--- src/rtl/vdma_pkg.sv ---
// Shared definitions for the VDMA pixel path: default 1080p60 timing,
// sequencing states and counter sizing.
package vdma_pkg;

  localparam int DSIZE_DEF    = 24;
  localparam int H_ACTIVE_DEF = 1920;
  localparam int H_FP_DEF     = 88;
  localparam int H_SYNC_DEF   = 44;
  localparam int H_BP_DEF     = 148;
  localparam int V_ACTIVE_DEF = 1080;
  localparam int V_FP_DEF     = 4;
  localparam int V_SYNC_DEF   = 5;
  localparam int V_BP_DEF     = 36;

  typedef enum logic [1:0] {
    IDLE,
    WAIT_READY,
    RUN
  } vdma_state_e;

  function automatic int cnt_w(input int total);
    return (total > 1) ? $clog2(total) : 1;
  endfunction

endpackage

--- src/rtl/vdma_timing_gen.sv ---
// Raster counters with run/hold control and raw sync/active/frame decode.
// Counters sit at 0 whenever run is low, so a run always starts on a frame boundary.
module vdma_timing_gen
  import vdma_pkg::*;
#(
  parameter int H_ACTIVE = H_ACTIVE_DEF,
  parameter int H_FP     = H_FP_DEF,
  parameter int H_SYNC   = H_SYNC_DEF,
  parameter int H_BP     = H_BP_DEF,
  parameter int V_ACTIVE = V_ACTIVE_DEF,
  parameter int V_FP     = V_FP_DEF,
  parameter int V_SYNC   = V_SYNC_DEF,
  parameter int V_BP     = V_BP_DEF
) (
  input  logic clock,
  input  logic rst,
  input  logic run,
  output logic hs_c,
  output logic vs_c,
  output logic act_c,
  output logic frame_first,
  output logic frame_end
);

  localparam int H_TOTAL = H_SYNC + H_BP + H_ACTIVE + H_FP;
  localparam int V_TOTAL = V_SYNC + V_BP + V_ACTIVE + V_FP;
  localparam int HW      = cnt_w(H_TOTAL);
  localparam int VW      = cnt_w(V_TOTAL);

  logic [HW-1:0] hcnt_q, hcnt_d;
  logic [VW-1:0] vcnt_q, vcnt_d;
  logic          h_last, v_last;
  int            h_i, v_i;

  always_comb begin
    h_i         = int'(hcnt_q);
    v_i         = int'(vcnt_q);
    h_last      = (h_i == H_TOTAL - 1);
    v_last      = (v_i == V_TOTAL - 1);
    hs_c        = (h_i < H_SYNC);
    vs_c        = (v_i < V_SYNC);
    act_c       = (h_i >= H_SYNC + H_BP) && (h_i < H_SYNC + H_BP + H_ACTIVE) &&
                  (v_i >= V_SYNC + V_BP) && (v_i < V_SYNC + V_BP + V_ACTIVE);
    frame_first = (h_i == 0) && (v_i == 0);
    frame_end   = h_last && v_last;

    hcnt_d = hcnt_q;
    vcnt_d = vcnt_q;
    if (!run) begin
      hcnt_d = '0;
      vcnt_d = '0;
    end else if (h_last) begin
      hcnt_d = '0;
      vcnt_d = v_last ? '0 : vcnt_q + VW'(1);
    end else begin
      hcnt_d = hcnt_q + HW'(1);
    end
  end

  always_ff @(posedge clock) begin
    if (rst) begin
      hcnt_q <= '0;
      vcnt_q <= '0;
    end else begin
      hcnt_q <= hcnt_d;
      vcnt_q <= vcnt_d;
    end
  end

endmodule

--- src/rtl/vdma_video_out.sv ---
// Pixel-side VDMA output: sequences frames, strobes the unpacker and
// registers returned pixels onto a 2-cycle-aligned video bus.
module vdma_video_out
  import vdma_pkg::*;
#(
  parameter int DSIZE    = DSIZE_DEF,
  parameter int H_ACTIVE = H_ACTIVE_DEF,
  parameter int H_FP     = H_FP_DEF,
  parameter int H_SYNC   = H_SYNC_DEF,
  parameter int H_BP     = H_BP_DEF,
  parameter int V_ACTIVE = V_ACTIVE_DEF,
  parameter int V_FP     = V_FP_DEF,
  parameter int V_SYNC   = V_SYNC_DEF,
  parameter int V_BP     = V_BP_DEF,
  parameter bit HS_POL   = 1'b1,
  parameter bit VS_POL   = 1'b1
) (
  input  logic             clock,
  input  logic             rst,
  input  logic             enable,
  input  logic             buf_ready,
  output logic             pix_rd_en,
  output logic             pix_align,
  input  logic [DSIZE-1:0] pix_data,
  input  logic             pix_valid,
  output logic             vid_hs,
  output logic             vid_vs,
  output logic             vid_de,
  output logic [DSIZE-1:0] vid_data,
  output logic             frame_start,
  output logic             underflow
);

  vdma_state_e      state_q, state_d;
  logic             run, hs_c, vs_c, act_c, frame_first, frame_end;
  logic             hs_p1_q, vs_p1_q, vld_p1_q, hs_p1_d, vs_p1_d, vld_p1_d;
  logic             hs_p2_q, vs_p2_q, vld_p2_q, hs_p2_d, vs_p2_d, vld_p2_d;
  logic [DSIZE-1:0] data_p2_q, data_p2_d;
  logic             underflow_q, underflow_d;

  function automatic logic [DSIZE-1:0] blank_pix(input logic vld, input logic valid,
                                                 input logic [DSIZE-1:0] pix);
    return (vld && valid) ? pix : '0;
  endfunction

  assign run = (state_q == RUN);

  vdma_timing_gen #(
    .H_ACTIVE(H_ACTIVE), .H_FP(H_FP), .H_SYNC(H_SYNC), .H_BP(H_BP),
    .V_ACTIVE(V_ACTIVE), .V_FP(V_FP), .V_SYNC(V_SYNC), .V_BP(V_BP)
  ) u_timing (
    .clock      (clock),
    .rst        (rst),
    .run        (run),
    .hs_c       (hs_c),
    .vs_c       (vs_c),
    .act_c      (act_c),
    .frame_first(frame_first),
    .frame_end  (frame_end)
  );

  always_comb begin
    state_d = state_q;
    case (state_q)
      IDLE:       if (enable) state_d = WAIT_READY;
      WAIT_READY: begin
        if (!enable)        state_d = IDLE;
        else if (buf_ready) state_d = RUN;
      end
      RUN: begin
        // Frame always completes; the decision is taken on its last cycle only.
        if (frame_end) begin
          if (!enable)         state_d = IDLE;
          else if (!buf_ready) state_d = WAIT_READY;
        end
      end
      default:    state_d = IDLE;
    endcase

    // p0 -> p1: raw timing gated by RUN; pixel requested this cycle
    hs_p1_d  = run & hs_c;
    vs_p1_d  = run & vs_c;
    vld_p1_d = run & act_c;

    // p1 -> p2: pixel from the unpacker arrives alongside vld_p1
    hs_p2_d   = hs_p1_q;
    vs_p2_d   = vs_p1_q;
    vld_p2_d  = vld_p1_q;
    data_p2_d = blank_pix(vld_p1_q, pix_valid, pix_data);

    underflow_d = underflow_q | (vld_p1_q & ~pix_valid);
    if (state_d == IDLE) underflow_d = 1'b0;
  end

  always_ff @(posedge clock) begin
    if (rst) begin
      state_q     <= IDLE;
      hs_p1_q     <= 1'b0;
      vs_p1_q     <= 1'b0;
      vld_p1_q    <= 1'b0;
      hs_p2_q     <= 1'b0;
      vs_p2_q     <= 1'b0;
      vld_p2_q    <= 1'b0;
      data_p2_q   <= '0;
      underflow_q <= 1'b0;
    end else begin
      state_q     <= state_d;
      hs_p1_q     <= hs_p1_d;
      vs_p1_q     <= vs_p1_d;
      vld_p1_q    <= vld_p1_d;
      hs_p2_q     <= hs_p2_d;
      vs_p2_q     <= vs_p2_d;
      vld_p2_q    <= vld_p2_d;
      data_p2_q   <= data_p2_d;
      underflow_q <= underflow_d;
    end
  end

  assign pix_rd_en   = run & act_c;
  assign pix_align   = run & frame_first;
  assign frame_start = run & frame_first;
  assign vid_hs      = HS_POL ? hs_p2_q : ~hs_p2_q;
  assign vid_vs      = VS_POL ? vs_p2_q : ~vs_p2_q;
  assign vid_de      = vld_p2_q;
  assign vid_data    = data_p2_q;
  assign underflow   = underflow_q;

endmodule
--- config.mk ---
export PLATFORM = sky130hd
export DESIGN_NAME = vdma_video_out
export DESIGN_NICKNAME = d
export VERILOG_FILES = /design/src/rtl/vdma_pkg.sv /design/src/rtl/vdma_timing_gen.sv /design/src/rtl/vdma_video_out.sv
export SDC_FILE = /design/constraint.sdc
export NUM_CORES = 1
export LEC_CHECK = 0
export CAP_MARGIN = 25
export CORE_ASPECT_RATIO = 0.6
export CORE_MARGIN = 3
export CORE_UTILIZATION = 48
export DETAILED_ROUTE_END_ITERATION = 10
export PLACE_DENSITY = 0.79
export SETUP_SLACK_MARGIN = 0.2
export SLEW_MARGIN = 20
export SYNTH_ARGS = -nofsm -noshare
export SYNTH_HDL_FRONTEND = slang
export SYNTH_HIERARCHICAL = 1
export SYNTH_SLANG_ARGS = --single-unit
export TNS_END_PERCENT = 100
--- constraint.sdc ---
create_clock -name clock -period 3 [get_ports clock]
set_input_delay 0.3 -clock clock [delete_from_list [all_inputs] [get_ports clock]]
set_output_delay 0.3 -clock clock [all_outputs]
set_load 0.005 [all_outputs]
; ---- Yosys cells after proc, flatten, opt, wreduce, memory -nomap -nowiden
; Index checks and enable logic that the tools add are counted.
[op_classes]
n_addsub = 2
n_mul = 0
div = 0
n_lt_le_gt_ge = 6
eq_ne = 4
shift = 0
muxes = 8
bitwise_logic = 9
reduce_logical = 14
[op_table]
columns = op, count
row1 = $add 12x1->12 const B, 1
row2 = $eq 12x12->1 const B, 1
row3 = $ge 12x8->1 const B, 1
row4 = $logic_not 12->1, 1
row5 = $lt 12x12->1 const B, 1
row6 = $lt 12x6->1 const B, 1
row7 = $mux 2, 6
row8 = $add 11x1->11 const B, 1
row9 = $eq 11x11->1 const B, 1
row10 = $ge 11x6->1 const B, 1
row11 = $logic_not 11->1, 1
row12 = $lt 11x11->1 const B, 1
row13 = $lt 11x3->1 const B, 1
row14 = $mux 11, 1
row15 = $logic_and 1x1->1, 6
row16 = $pmux 2 s3, 1
row17 = $reduce_or 2->1, 3
row18 = $and 1x1->1, 5
row19 = $logic_not 2->1, 2
row20 = $not 1->1, 3
row21 = $reduce_or 3->1, 1
row22 = $eq 2x1->1 const B, 1
row23 = $eq 2x2->1 const B, 1
row24 = $or 1x1->1, 1
[totals]
regBits = 56
latchBits = 0
ramBits = 0
rom_bits = 0
in_bits = 29
out_inout_bits = 31
word_cells = 54
memories = 0

; ---- Longest topological paths before layout
; Gate-level depths: netlist (run 1).
[logic_depth]
ltp_word = 6
ltp_mapped = 9
mapped_depth_nobuf = 8

; ---- Cells and area by module
; The synthesis (run 1) kept the hierarchy.
[modules_own_cells]
columns = mod, n_inst, cells_per_inst, area_each_um2, seq_area_each_um2
row1 = vdma_timing_gen, 1, 162, 1308.8, 460.4
row2 = vdma_video_out, 1, 82, 998.5, 660.6

; ---- Worst setup path after synthesis (run 1)
; Ideal clock, no wire load.
[synth_timing]
path_kind = register to register
start = register u_timing.hcnt_q[3]
end = register underflow_q (netlist: underflow)
setup_ps = 58
t_arrival_ps = 2288
required_time_ps = 2942
path_slack_ps = 654
path_stages_with_launch = 10
path_buffers = 3
synth_period_minus_slack_ps = 2346
path_cell_list = dfxtp_1 -> buf_6 -> or4b_1 -> or4_4 -> buf_6 -> clkbuf_1 -> nor2_1 -> nor3b_1 -> o211a_1 -> o22a_1
[synth_via]
elab_chain_len = 6
[synth_lines]
columns = item, line_no
row1 = start: declaration, vdma_timing_gen.sv:30  ; logic [HW-1:0] hcnt_q, hcnt_d;
row2 = start signal: assignment, vdma_timing_gen.sv:65  ; hcnt_q <= hcnt_d;
row3 = $eq 12x12->1, vdma_timing_gen.sv:38  ; h_last = (h_i == H_TOTAL - 1);
row4 = $logic_and 1x1->1, vdma_timing_gen.sv:45  ; frame_end = h_last && v_last;
row5 = via frame_end, vdma_video_out.sv:35  ; logic run, hs_c, vs_c, act_c, frame_first, frame_end;
row6 = $mux 2, vdma_video_out.sv:72  ; if (frame_end) begin
row7 = $pmux 2 s3, vdma_video_out.sv:64  ; case (state_q)
row8 = $logic_not 2->1, vdma_video_out.sv:92  ; if (state_d == IDLE) underflow_d = 1'b0;
row9 = $reduce_or 2->1 (no line), -
row10 = end signal: assignment, vdma_video_out.sv:115  ; underflow_q <= underflow_d;
row11 = end: declaration, vdma_video_out.sv:39  ; logic underflow_q, underflow_d;
; The timed path passes the listed nets, and every way through them passes these cells.
; A chain may end at the register's enable or synchronous reset.

; ---- Worst setup path after layout (run 1)
[layout_timing]
start = register u_timing.hcnt_q[8]
end = output frame_start
[layout_via]
elab_chain_len = 3
[layout_lines]
columns = item, line_no
row1 = $logic_not 12->1, vdma_timing_gen.sv:44  ; frame_first = (h_i == 0) && (v_i == 0);
row2 = $logic_and 1x1->1, vdma_timing_gen.sv:44
row3 = via frame_first, vdma_video_out.sv:35
row4 = $and 1x1->1, vdma_video_out.sv:121  ; assign frame_start = run & frame_first;
row5 = end: declaration, vdma_video_out.sv:30  ; output logic frame_start,
; The timed path passes the listed nets, and every way through them passes these cells.

==> flow_summary.json, run 1 <==
{
  "wl_per_cell_um": 14.5,
  "finalCritPeriodShare_pct": 90.6,
  "hold_class": "reg -> reg",
  "yosysTopAreaCell": "dfxtp_1",
  "async_flop_share_pct": 0,
  "grt_max_degree": 26,
  "min_from": "hs_p1_q",
  "hold_slack_ps": 464,
  "antenna_found_initial": 0,
  "grt_pass1_vias": 1711,
  "port_buffers": 59,
  "grt_use_total_pct": 18.7,
  "setup.worst_path.end_class": "primary output",
  "start_kind": "register",
  "finalCoreUtilization_pct": 68.6,
  "yosys-top-cells-area": "dfxtp_1 (49%), and3_1 (7.6%), xnor2_1 (4.2%)",
  "cp_data_required_time_ps": 2700,
  "fin_nets": 328,
  "syn_avg_cell_area_um2": 9.46,
  "post_cts_buffers": 0,
  "vias": 1910,
  "critPathLaunch": "u_timing/hcnt_q[8]",
  "num_io_pins": 60,
  "cpMaxStageDelayCell": "clkdlybuf4s50_1",
  "hold_buffers": 0,
  "max_freq_ghz": 0.368,
  "crit_chain": "or3_4 > or3_4 > nor4_2 > and2_4 > clkdlybuf4s50_1",
  "fillCellCount": 358,
  "post_cts_resized": 5,
  "placed_cells": 347,
  "finalHoldViolations": 0,
  "die_area_um2": 5700,
  "clock_skew_ps": 5.82,
  "cp.arrival_ps": 2420,
  "ant_nets": 0,
  "cts_buffers": 5,
  "drt_pass1_iterations": 5,
  "ys_warn_count": 6,
  "cts_tree": "built",
  "drtIter0Drc": 149,
  "grt_overflow": 0,
  "crit_top_cell": "or3_4",
  "drv_slew": 0,
  "core_region_area_um2": 4370,
  "drive_above_1_share_pct": 6.44,
  "ys_seq_area_share_pct": 48.6,
  "synth_ff_type": "dfxtp_1",
  "cts.sinks": 56,
  "syn_inst": 244,
  "max_stage_delay_ps": 500,
  "place_congestion": 0.888,
  "dp_hpwl_um": 3750,
  "worst-path-max-fanout": 4,
  "cap_violations": 0,
  "cts_root_buffer": "clkbuf_8",
  "finalSetupViolations": 0,
  "postPlaceCellArea_um2": 2880,
  "stdcell_count": 355,
  "drc": 0,
  "worstSkewPairLatency_ps": 310,
  "drt_wl_total_um": 5160,
  "worst_pin_slew_ps": 613,
  "period_minus_slack_ps": 2720,
  "finish.instance_area_um2": 3000,
  "p_leak_nw": 1.11,
  "slew_headroom_pct": 59.0,
  "die_h_um": 59.7,
  "syn_area_um2": 2310,
  "cts_buffer_depth": 2,
  "synthMostInstantiatedCell": "dfxtp_1",
  "multiInputGateArea_um2": 1080,
  "cts.htree.levels": 2,
  "ys_ff_latch": 56,
  "diodes": 0,
  "tns_ps": 0,
  "initial_core_util_pct": 52.8,
  "synthToLayoutAreaGrowth_pct": 29.9,
  "post_synth_num_cell_types": 43,
  "die_w_um": 95.5,
  "netlist_top_cells_count": "dfxtp_1 (56), and3_1 (28), nor2_1 (22), nand3_1 (12)",
  "grt_pass1_wl_um": 8300,
  "ir_worst_vdd_mv": 0.250,
  "viasPerCell": 5.38,
  "seq_area_um2": 1120,
  "rr_startpoint": "u_timing/hcnt_q[3]",
  "place_ws_ps": 426,
  "fin_ws_ps": 283,
  "syn_nets": 278,
  "path_class": "reg -> out",
  "path_clk_slew_ps": 100,
  "fp-row-count": 18,
  "p_per_area_nw_per_um2": 407,
  "p_total_mw": 1.22,
  "netlist.area_leader.share_pct": 48.6,
  "status": "completed",
  "rsz0062_at_grt": "false",
  "synth_edf_count": 0
}
==> logic make-up (layout without fill, tap and decap cells) <==
group                      after synthesis  in the layout  synth area share (%)
xor gates and xnor gates                13             13                  4.93
and+or+nand+nor                        116            116                  30.0
buffers and inverters                   26             77                  5.48
DFF                                     56             56                  48.6
muxes                                    1              1                 0.434
AOI/OAI and AO/OA                       27             27                  7.81
adders and majority gates                5              5                  2.71
==> registers in the layout, summed over array words and instances (netlist names) <==
signal and count:
hs_p1_q 1, state_q 2, u_timing/hcnt_q 12, u_timing/vcnt_q 11
underflow 1, vid_data 24, vid_de 1, vid_hs 1
vid_vs 1, vld_p1_q 1, vs_p1_q 1
==> where the power goes <==
part,leakage (nW),internal (mW),switching [mW],total [mW]
clock,0.0485,0.168,0.247,0.415
sequential,0.452,0.745,0.00241,0.748
combinational,0.605,0.0403,0.0176,0.0579
==> routing by layer <==
layer,vias to the layer above,track usage [%],part of all wire [%]
met2,66,25.9,41
met1,886,28.3,51
met3,4,5.53,7.8
li1,954,-,-
met5,-,0,0
met4,0,4.25,0.54
==> path summary, 6_finish.rpt <==
check             cells after the start     endpoint  slack [ps]
setup / recovery                      5  frame_start         280
hold / removal                        1       vid_hs         460
setup reg to reg                      6    underflow         710
hold reg to reg                       1       vid_hs         460
==> worst max-delay path, delay by kind of cell, from the launching register on <==
family                 cells  cell delay, ps
DFF                        1             350
and+or+nand+nor            4            1270
buffers and inverters      1             500
==> cell type report <==
cell class	count	area share, %
sequential	56	37.4
tap	60	2.50
inverter	10	1.25
clock buffer	5	2.30
timing repair buffer	59	19.7
clock inverter	3	0.751
multi-input combinational	162	36.1
==> cells in the final DEF, fill, tap and decap left out, types with 2 or more instances in the layout <==
cell             Yosys  final
nor3_1               4      4
a211oi_1             2      2
nand4_1              4      4
nor3b_1              4      4
or4b_1               3      3
or4_1                6      6
nor4b_1              2      2
a21oi_1             11     10
nor4_1               3      2
or3_4                0      2
inv_1               10     10
nand2_1              9      9
xnor2_1             11     11
clkbuf_8             0      5
and3_1              28     28
xor2_1               2      2
o21ai_0              3      3
dfxtp_1             56     55
nor2b_1              4      4
ha_1                 5      5
nand3_1             12     12
nand4b_1             2      2
nand2b_1             2      2
nor2_1              22     22
o31ai_1              5      5
clkdlybuf4s50_1      0     58
Note: power is estimated with default switching activity, not from simulation.
==> inputs of run 2 (changes only) <==
--- a/config.mk
+++ b/config.mk
@@ -5,12 +5,13 @@
 export SDC_FILE = /design/constraint.sdc
 export NUM_CORES = 1
 export LEC_CHECK = 0
-export CAP_MARGIN = 25
+export CELL_PAD_IN_SITES_DETAIL_PLACEMENT = 1
+export CELL_PAD_IN_SITES_GLOBAL_PLACEMENT = 1
 export CORE_ASPECT_RATIO = 0.6
 export CORE_MARGIN = 3
-export CORE_UTILIZATION = 48
+export CORE_UTILIZATION = 36
 export DETAILED_ROUTE_END_ITERATION = 10
-export PLACE_DENSITY = 0.79
+export PLACE_DENSITY = 0.84
 export SETUP_SLACK_MARGIN = 0.2
 export SLEW_MARGIN = 20
 export SYNTH_ARGS = -nofsm -noshare
==> flow_summary.json, run 2 (same netlist as run 1, synthesis figures left out) <==
{
  "status": "completed",
  "period_minus_slack_ps": 2700,
  "drive_above_1_share_pct": 6.76,
  "die_w_um": 109,
  "worst_pin_slew_ps": 702,
  "finish.instance_area_um2": 3030,
  "vias": 2016,
  "worstSkewPairLatency_ps": 310,
  "worst-path-max-fanout": 4,
  "cts_buffer_depth": 2,
  "dp_hpwl_um": 4960,
  "finalHoldViolations": 0,
  "finalCoreUtilization_pct": 51.4,
  "max_freq_ghz": 0.371,
  "path_class": "reg -> out",
  "cp_data_required_time_ps": 2700,
  "path_clk_slew_ps": 100,
  "grt_pass1_wl_um": 10200,
  "cts.sinks": 56,
  "antenna_found_initial": 0,
  "synthToLayoutAreaGrowth_pct": 31.2,
  "final_cell_mix": "clkdlybuf4s50_1 (58), dfxtp_1 (54), and3_1 (28), nor2_1 (22), nand3_1 (12)",
  "viasPerCell": 5.36,
  "p_leak_nw": 1.11,
  "clock_skew_ps": 7.34,
  "start_kind": "register",
  "cts.htree.levels": 2,
  "grt_use_total_pct": 18.1,
  "core_region_area_um2": 5890,
  "fp-row-count": 21,
  "largest_reg_flops": 24,
  "crit_top_cell": "or3_4",
  "drc": 0,
  "r2r_setup_slack_ps": 610,
  "drtIter0Drc": 104,
  "grt_pass1_vias": 1924,
  "fin_nets": 329,
  "drt_wl_total_um": 6610,
  "wl_per_cell_um": 17.6,
  "hold_slack_ps": 460,
  "diodes": 0,
  "p_per_area_nw_per_um2": 405,
  "ir_worst_vdd_mv": 0.221,
  "cpMaxStageDelayCell": "clkdlybuf4s50_1",
  "cts_root_buffer": "clkbuf_8",
  "drt_pass1_iterations": 4,
  "crit_chain": "or3_4 > or3_4 > nor4_2 > and2_1 > clkdlybuf4s50_1",
  "final_common_cell": "clkdlybuf4s50_1",
  "critical_path.n_buffers_inverters": 1,
  "cts_tree": "built",
  "num_io_pins": 60,
  "slew_headroom_pct": 53.1,
  "hold_buffers": 0,
  "finalSetupViolations": 0,
  "cp.arrival_ps": 2400,
  "die_h_um": 68.0,
  "setup.worst_path.end_class": "primary output",
  "cap_violations": 0,
  "finalCritPeriodShare_pct": 89.9,
  "cts_buffers": 5,
  "drv_slew": 0,
  "ant_nets": 0,
  "hold_class": "reg -> reg",
  "place_congestion": 0.832,
  "die_area_um2": 7440,
  "port_buffers": 59,
  "grt_max_degree": 26,
  "max_stage_delay_ps": 510,
  "postPlaceCellArea_um2": 2910,
  "path_delay_family": "simple AND/OR/NAND/NOR gates",
  "tns_ps": 0,
  "grt_overflow": 0,
  "initial_core_util_pct": 39.2,
  "rsz0062_at_grt": "false"
}
==> run 2: changes by cell type in the layout (fill, tap and decap cells not counted), sizes merged <==
cell / before / now
buf: 0 / 1
clkinvlp: 0 / 1
clkinv: 2 / 1
==> run 2: path summary, 6_finish.rpt <==
kind | start | end | depth (start not counted)
worst max-delay path | u_timing/hcnt_q[8] | pix_align | 5
worst min register to register | vs_p1_q | vid_vs | 1
worst min-delay path | vs_p1_q | vid_vs | 1
worst max register to register | u_timing/hcnt_q[11] | u_timing/vcnt_q[7] | 4
==> run 2: cell type report <==
class | instances | area (µm²)
Clock buffer | 5 | 68.8
Clock inverter | 3 | 21.3
Fill cell | 686 | 2860
Inverter | 10 | 37.5
Multi-Input combinational cell | 162 | 1080
Sequential cell | 56 | 1120
Tap cell | 80 | 100
Timing Repair Buffer | 60 | 597
==> run 2: metrics by stage <==
| step | instances | worst slack [ps] | power (mW) |
|---|---|---|---|
| 2_1_floorplan | 244 | 654 | 0.781 |
| 3_3_place_gp | 367 | 439 | 0.822 |
| 3_5_place_dp | 367 | 374 | 0.824 |
| 4_1_cts | 376 | 260 | 1.25 |
| 5_1_grt | 376 | 219 | 1.28 |
| 6_report | 376 | 304 | 1.23 |
==> run 2: timing repair <==
action / CTS / global route
endpoints found under the setup margin: 3 / 2
setup buffers: 1 / 0
pin swaps: 1 / 1
resized for setup: 6 / 1
==> run 2: power breakdown <==
group	total [mW]	internal [mW]	switching, mW
Clock	0.419	0.166	0.252
Sequential	0.748	0.745	0.00265
Combinational	0.0592	0.0401	0.0191
Total	1.23	0.952	0.274
==> run 2: metal layers <==
layer	part of all wire (%)	vias up	global-route usage, %
met5	0	-	0
met4	1.2	0	5.75
met3	6.2	8	3.86
met2	46	68	28.1
met1	46	980	25.3
li1	-	960	-
==> inputs of run 3 (changes only) <==
--- a/config.mk
+++ b/config.mk
@@ -8,7 +8,6 @@
 export CELL_PAD_IN_SITES_DETAIL_PLACEMENT = 1
 export CELL_PAD_IN_SITES_GLOBAL_PLACEMENT = 1
 export CORE_ASPECT_RATIO = 0.6
-export CORE_MARGIN = 3
 export CORE_UTILIZATION = 36
 export DETAILED_ROUTE_END_ITERATION = 10
 export PLACE_DENSITY = 0.84
==> flow_summary.json, run 3 (same netlist as run 1, synthesis figures left out) <==
{
  "status": "finished, violations left",
  "violations": "DRC",
  "die_h_um": 64.0,
  "antenna_found_initial": 0,
  "grt_use_total_pct": 20.2,
  "finish.instance_area_um2": 3060,
  "hold_buffers": 0,
  "worst_pin_slew_ps": 687,
  "grt_max_degree": 26,
  "cts.sinks": 56,
  "postPlaceCellArea_um2": 2920,
  "finalSetupViolations": 0,
  "largest_reg_flops": 24,
  "slew_headroom_pct": 54.1,
  "ir_worst_vdd_mv": 0.269,
  "core_region_area_um2": 6140,
  "top_layer": "met4",
  "grt_overflow": 0,
  "rsz0062_at_grt": "false",
  "crit_top_cell": "or3_4",
  "cts_root_buffer": "clkbuf_8",
  "drv_slew": 0,
  "routedLengthMet1_um": 3140,
  "drc": 2,
  "synthToLayoutAreaGrowth_pct": 32.4,
  "finalHoldViolations": 0,
  "diodes": 0,
  "max_freq_ghz": 0.369,
  "final_common_cell": "clkdlybuf4s50_1",
  "initial_core_util_pct": 37.6,
  "die_area_um2": 6740,
  "cts_buffers": 5,
  "fin_nets": 331,
  "start_kind": "register",
  "num_io_pins": 60,
  "p_per_area_nw_per_um2": 404,
  "path_delay_family": "simple AND/OR/NAND/NOR gates",
  "dp_hpwl_um": 4700,
  "met2_length_um": 3030,
  "crit_chain": "or3_4 > or3_4 > nor4_2 > and2_1 > clkdlybuf4s50_1",
  "worst-path-max-fanout": 4,
  "cap_violations": 0,
  "drive_above_1_share_pct": 7.41,
  "cts.htree.levels": 2,
  "p_leak_nw": 1.12,
  "cp.depth": 5,
  "port_buffers": 59,
  "place_congestion": 0.774,
  "cp.arrival_ps": 2410,
  "wl_per_cell_um": 17.1,
  "cts_buffer_depth": 2,
  "drtIter0Drc": 83,
  "finalCritPeriodShare_pct": 90.3,
  "grt_pass1_wl_um": 10500,
  "period_minus_slack_ps": 2710,
  "hold_path_depth": 1,
  "setup.worst_path.end_class": "primary output",
  "ant_nets": 0,
  "viasPerCell": 5.25,
  "die_w_um": 105,
  "cp_data_required_time_ps": 2700,
  "vias": 2001,
  "grt_pass1_vias": 2074,
  "wl_met3_um": 268,
  "hold_class": "reg -> reg",
  "tns_ps": 0,
  "critical_path.n_buffers_inverters": 1,
  "path_class": "reg -> out",
  "drt_pass1_iterations": 7,
  "path_clk_slew_ps": 100,
  "fp-row-count": 22,
  "drt_wl_total_um": 6520,
  "worstSkewPairLatency_ps": 320,
  "cts_tree": "built",
  "max_stage_delay_ps": 520,
  "clock_skew_ps": 14.2,
  "cpMaxStageDelayCell": "clkdlybuf4s50_1",
  "final_cell_mix": "clkdlybuf4s50_1 (58), dfxtp_1 (54), and3_1 (28), nor2_1 (22), nand3_1 (12)",
  "rr_worst_depth": 6
}
## run 3: cell types whose count changed in the layout (fill, tap and decap cells not counted), sizes merged
cell | before | now
buf | 1 | 3
clkbuf | 5 | 6
clkinvlp | 1 | 0
inv | 11 | 10
## run 3: final timing paths
kind	from	to	slack, ps
worst max-delay path	u_timing/hcnt_q[8]	frame_start	290
worst min-delay path	hs_p1_q	vid_hs	470
worst max register to register	u_timing/hcnt_q[11]	underflow	610
worst min register to register	hs_p1_q	vid_hs	470
## run 3: cell type report
type	instances	area, µm²
fillers	689	3080
flip-flops and latches	56	1120
multi-input cells	162	1090
repair buffers	62	612
well taps	84	105
clock buffers	6	82.6
inverters	10	37.5
clock inverters	1	8.76
## run 3: power breakdown
part	internal, mW	switching, mW	leakage, nW
clock	0.185	0.244	0.0473
combinational	0.0401	0.0192	0.623
sequential	0.745	0.00265	0.452
## run 3: timing repair
action,CTS,global route
resized for setup,7,1
endpoints found under the setup margin,3,2
pin swaps,1,1
buffers inserted,2,0
## run 3: metrics by stage
step / utilization (%) / total power [mW] / worst slack (ps) / std cells / hold WS (ps)
5_1_grt: 49.8 / 1.29 / 218 / 381 / 479
2_1_floorplan: - / 0.781 / 654 / 244 / 414
6_report: 49.8 / 1.24 / 291 / 381 / 466
3_3_place_gp: 47.6 / 0.822 / 416 / 372 / 447
4_1_cts: 49.7 / 1.25 / 230 / 381 / 472
3_5_place_dp: 47.6 / 0.824 / 410 / 372 / 433
## run 3: per-layer routing
layer	vias to the layer above	global-route usage [%]
met5	-	0
met2	46	31.3
li1	959	-
met1	986	27.6
met3	10	5.20
met4	0	6.34
